### src/rtl/cpeta_adder.sv
// -----------------------------------------------------------------------------
// cpeta_adder
//   Registered approximate adder. The sum is split into two segments:
//     - low segment [K-1:0]: carry-free error-tolerant part. Scanning from
//       bit K-1 down to bit 0, bits are A^B until the first position where
//       both operands are 1. That position and every lower bit become 1.
//     - high segment [N-1:K]: exact A+B of the upper bits, plus a predicted
//       carry cin = A[K-1] & B[K-1]. Overflow wraps silently.
//   The result is formed combinationally from A/B and captured on the rising
//   edge when in_valid is high (one-cycle latency, one result per clock).
//
// Ports
//   clk        clock, rising-edge active
//   rst_n      asynchronous active-low reset (clears sum and out_valid)
//   in_valid   A and B are qualified this cycle
//   A, B       N-bit unsigned operands
//   sum        registered N-bit approximate sum (no carry-out)
//   out_valid  sum holds a result captured on the previous edge
// -----------------------------------------------------------------------------
module cpeta_adder #(
  parameter int N = 16,
  parameter int K = 9
) (
  input  logic         clk,
  input  logic         rst_n,
  input  logic         in_valid,
  input  logic [N-1:0] A,
  input  logic [N-1:0] B,
  output logic [N-1:0] sum,
  output logic         out_valid
);

  // seen_both[i] is high when some bit j >= i in the low segment has
  // A[j] = B[j] = 1. seen_both[K] is the empty prefix above the segment.
  logic [K:0]       seen_both;
  logic [K-1:0]     low_next;
  logic [N-K-1:0]   high_next;
  logic             cin;
  logic [N-1:0]     sum_next;
  logic [N-1:0]     sum_reg;
  logic             out_valid_reg;

  assign seen_both[K] = 1'b0;

  generate
    for (genvar gi = K - 1; gi >= 0; gi--) begin : g_low
      assign seen_both[gi] = seen_both[gi+1] | (A[gi] & B[gi]);
      // Once a both-ones bit has been seen (inclusive), force the bit high.
      assign low_next[gi]  = seen_both[gi] ? 1'b1 : (A[gi] ^ B[gi]);
    end
  endgenerate

  // Carry predicted only from the top bit of the low segment.
  assign cin       = A[K-1] & B[K-1];
  // Addition is sized to the high segment so the overflow bit drops out.
  assign high_next = A[N-1:K] + B[N-1:K] + {{(N-K-1){1'b0}}, cin};
  assign sum_next  = {high_next, low_next};

  always_ff @(posedge clk or negedge rst_n) begin
    if (!rst_n) begin
      sum_reg       <= '0;
      out_valid_reg <= 1'b0;
    end else begin
      out_valid_reg <= in_valid;
      if (in_valid) begin
        sum_reg <= sum_next;
      end
    end
  end

  assign sum       = sum_reg;
  assign out_valid = out_valid_reg;

endmodule

### config.mk
export PLATFORM = sky130hd
export DESIGN_NAME = cpeta_adder
export DESIGN_NICKNAME = d
export VERILOG_FILES = /design/src/rtl/cpeta_adder.sv
export SDC_FILE = /design/constraint.sdc
export NUM_CORES = 1
export LEC_CHECK = 0
export CAP_MARGIN = 20
export CELL_PAD_IN_SITES_DETAIL_PLACEMENT = 0
export CELL_PAD_IN_SITES_GLOBAL_PLACEMENT = 2
export CORE_UTILIZATION = 22
export DETAILED_ROUTE_END_ITERATION = 10
export GPL_TIMING_DRIVEN = 0
export PLACE_DENSITY = 0.89
export SYNTH_ARGS = -nofsm -noshare
export SYNTH_HDL_FRONTEND = slang
export SYNTH_SLANG_ARGS = --single-unit
### constraint.sdc
create_clock -name clk -period 0.9 [get_ports clk]
set_input_delay 0.18 -clock clk [delete_from_list [all_inputs] [get_ports clk]]
set_output_delay 0.18 -clock clk [all_outputs]
set_load 0.005 [all_outputs]
After elaboration in Yosys (flattened, before gate mapping)
Cells that the tools add are included.
{"block": "totals", "reg_bits": 17, "latchBits": 0, "ram_bits": 0, "rom_bits": 0, "input_bits": 35, "out_inout_bits": 17, "word_cells": 39, "memories": 0}
{"block": "op_classes", "n_addsub": 2, "n_mul": 0, "div_mod_pow": 0, "order_cmp": 0, "n_eq_ne": 0, "shifts": 0, "mux": 9, "bitwise_logic": 26, "n_reduce_logical": 0}
{"op": "1-bit bitwise AND", "n": 9}
{"op": "1-bit 2-to-1 mux", "n": 9}
{"op": "1-bit bitwise XOR", "n": 9}
{"op": "1-bit OR", "n": 8}
{"op": "7-bit by 1-bit adder with 7-bit output", "n": 1}
{"op": "7-bit adder", "n": 1}

Logic depth before layout (Yosys ltp)
{"block": "depth", "word_depth": 10, "mapped_depth": 8, "depth_no_buf": 8}

Least setup slack after synthesis
Ideal clock, no wire load.
{"block": "synth_path", "path_kind": "input to register", "start": "input A[8]", "end": "register sum_reg[15] (netlist: sum[15])", "setup_time_ns": 0.125, "arrival_time_ns": 1.749, "required_time_ns": 0.775, "slack_ns": -0.974, "path_stages": 8, "path_buffers": 0, "path_cell_list": "and2_2 fa_1 inv_1 fa_1 nor2b_1 o31ai_1 a21oi_1 a2111oi_0"}
{"block": "synth_between", "elab_chain_len": 2}
{"item": "start, declared", "line": "27", "source": "input logic [N-1:0] A,"}
{"item": "1-bit bitwise AND", "line": "54", "source": "assign cin = A[K-1] & B[K-1];"}
{"item": "7-bit by 1-bit adder with 7-bit output", "line": "56", "source": "assign high_next = A[N-1:K] + B[N-1:K] + {{(N-K-1){1'b0}}, cin};"}
{"item": "end signal, assigned", "line": "66", "source": "sum_reg <= sum_next;"}
{"item": "end, declared", "line": "40", "source": "logic [N-1:0] sum_reg;"}
Every way passes these cells.
A chain may end at the register's enable or synchronous reset.

Worst setup path in the final report
{"block": "layout_path", "start": "input B[8]", "end": "register sum_reg[15] (netlist: sum[15])"}
{"block": "layout_between", "elab_chain_len": 2}
{"item": "start, declared", "line": "28", "source": "input logic [N-1:0] B,"}
{"item": "1-bit bitwise AND", "line": "54"}
{"item": "7-bit by 1-bit adder with 7-bit output", "line": "56"}
Every way passes these cells.

==> flow_summary.toml <==
[timing]
finClkSkew_ns = 0
slew-limit-headroom_pct = 47.1
finalCriticalPeriod_ns = 1.59
finalSetupViolations = 29
fmax_mhz = 628
hold_violations = 0
rsz0062_at_grt = "true"
report.final.slew_viol_count = 0
whs_ns = 0.125
tightestPinTransition_ns = 0.793
min_period_over_period_pct = 177
setup_ws_ns = -0.693

[drt]
wl_um = 3300
viasPerCell = 4.63
wl_per_cell_um = 13.8
drt_pass1_iterations = 7
drtIter0Drc = 31
vias = 1111
drtAntennaViolNets = 0
route.detailed.drc = 9

[worst_setup_path]
crit_type = "in -> reg"
worst_ep_required_time_ns = 1.04
cp_num_buf_inv = 2
path_delay_family = "compound AO/OA/AOI/OAI gates"
cpPeakStageDelay_ns = 0.36
cp_cell_sequence = "buf_6 -> and2_4 -> fa_2 -> inv_2 -> fa_2 -> nor2b_4 -> o31ai_4 -> a21oi_2 -> a2111oi_2"
crit_arrival_ns = 1.73
critPathSlowestCell = "fa_2"
endpoint_kind = "flop"
cp-start-kind = "input pin"
crit_path_frequent_cell = "fa_2"
cp_max_fo = 3

[floorplanning]
fp.dieH_um = 71.4
io_pins = 52
die_w_um = 71.4
rows = 24
start_util_pct = 23.5
design.core.area_mm2 = 0.00450
die-area_mm2 = 0.00510

[cells_and_area]
post-route-util_pct = 44.2
nets = 239
largest_register_ffs = 16
area_growth_pct = 88.0
fin_area_mm2 = 0.00199
drive_gt1_share_pct = 48.4
fillers = 421
antennaDiodeCount = 0

[place]
place_area_mm2 = 0.00168
hpwl_um = 2260
place_congestion = 0.704
portBuffers = 51

[pwr]
power_density_mw_per_mm2 = 1200
vdd_drop_max_uv = 529
p_leak_nw = 0.915

[cts]
cts_root_buf = "clkbuf_8"
clock_sinks = 17
clock_path_buffers = 2
numCtsBuffers = 3
htreeDepth = 1
hold_buffers = 0
cts_tree = "yes"
clk_pin_slew_worst_paths_ns = 0.07
clk_latency_ns = 0.25

[logic_synthesis]
yosys_warnings = 0
yosys.area.top_type = "dfrtp_1"
synth_cell_types = 30
yosysTopAreaCellShare_pct = 40.1
synthFlopType = "dfrtp_1"
synth-seq-cells = 17
syn_inst = 109
synth-async-reset-ratio_pct = 100
synth-edff-count = 0
synth_area_per_cell_um2 = 9.72
yosysSeqAreaShare_pct = 40.1
syn_area_mm2 = 0.00106
syn_nets = 159
synthTopCellsByArea = "dfrtp_1 40%, ha_1 15%, nor2_1 6.0%"

[grt]
grt_antenna_before_repair = 0
grt_overflow = 0
grt_max_degree = 18
grt_first_pass_wirelength_um = 5220
grt_usage_pct = 13.2
grt_pass1_vias = 1164

[flow_run]
maxCapViolCount = 0

[status]
violations = "DRC, setup timing"
outcome = "complete, but fails checks"

[worst_hold_path]
hold_path.class = "in -> async"
-- cell usage in the layout, fill, tap and decap left out, drive strengths merged, types with 2 or more instances in the layout --
| master | synthesis | final |
|---|---|---|
| nor3 | 5 | 5 |
| a21oi | 10 | 10 |
| mux2 | 2 | 2 |
| fa | 2 | 2 |
| ha | 13 | 13 |
| clkdlybuf4s50 | 0 | 14 |
| o21ai | 5 | 5 |
| a211oi | 2 | 2 |
| nand2 | 2 | 2 |
| buf | 0 | 50 |
| nor2 | 17 | 17 |
| dlymetal6s2s | 0 | 6 |
| o22ai | 2 | 2 |
| dlygate4sd2 | 0 | 4 |
| o21a | 3 | 3 |
| inv | 7 | 7 |
| nand3 | 2 | 2 |
| clkbuf | 4 | 8 |
| dfrtp | 17 | 17 |
| a21o | 2 | 2 |
| nor4 | 2 | 2 |
-- layer usage --
metal	global-route usage (%)	vias up	part of all wire, %
met4	5.33	0	0.48
met2	23.4	38	51
met5	0	-	0
li1	-	543	-
met3	2.95	2	8.2
met1	15.3	528	40
-- stage by stage --
| step | power, mW | cells | worst slack, ns | setup TNS, ns |
|---|---|---|---|---|
| 5_1_grt | 2.54 | 240 | -0.783 | -7.77 |
| 3_5_place_dp | 1.68 | 212 | -1.56 | -23.86 |
| 6_report | 2.40 | 240 | -0.693 | -6.76 |
| 2_1_floorplan | 1.23 | 109 | -0.821 | -6.13 |
| 4_1_cts | 2.31 | 231 | -0.679 | -6.46 |
| 3_3_place_gp | 1.65 | 212 | -1.45 | -23.10 |
-- synthesized netlist by cell type (all sizes together) (2+ instances only) --
| library cell | count |
|---|---|
| clkbuf | 4 |
| o22ai | 2 |
| fa | 2 |
| dfrtp | 17 |
| mux2 | 2 |
| ha | 13 |
| nand2 | 2 |
| a21oi | 10 |
| o21a | 3 |
| o21ai | 5 |
| nand3 | 2 |
| a211oi | 2 |
| nor2 | 17 |
| nor4 | 2 |
| inv | 7 |
| a21o | 2 |
| nor3 | 5 |
-- what timing repair did --
action	in CTS	in global routing
endpoints found under the setup margin	50	31
setup buffers	15	11
pin swaps	20	14
resized for setup	135	29
-- where the power goes --
part           leakage [nW]  total [mW]  switching [mW]  internal (mW)
clock network        0.0255       0.564           0.257          0.307
registers             0.179       0.900          0.0436          0.856
logic                 0.711       0.937           0.399          0.538
total                 0.915        2.40           0.699           1.70
-- cells by family after synthesis --
| kind of cell | synth area share (%) |
|---|---|
| AO/OA/AOI/OAI | 16.5 |
| XOR/XNOR | 1.65 |
| adder cells (fa/ha/maj) | 19.1 |
| buffers and inverters | 3.90 |
| flip-flops | 40.1 |
| multiplexers | 3.07 |
| AND/OR/NAND/NOR | 15.6 |
-- path summary, 6_finish.rpt --
path | slack [ns] | cells after the start | startpoint | end
hold reg to reg | 0.52 | 1 | sum[11] | sum[11]
min in group clk | 0.20 | 1 | in_valid | out_valid
hold / removal | 0.13 | 1 | rst_n | out_valid
max in group asynchronous | 0.28 | 1 | rst_n | sum[6]
setup reg to reg | -0.01 | 3 | sum[15] | sum[15]
setup / recovery | -0.69 | 9 | B[8] | sum[15]
-- cell type report --
cell class / count / area, um2 / area share [%]
timing repair buffer: 75 / 622 / 31.2
clock inverter: 1 / 5.00 / 0.251
clock buffer: 3 / 41.3 / 2.07
multi-input combinational: 81 / 756 / 37.9
tap: 52 / 65.1 / 3.27
buffer: 4 / 51.3 / 2.58
inverter: 7 / 26.3 / 1.32
sequential: 17 / 425 / 21.4
Note: power is estimated with default switching activity, not from simulation.
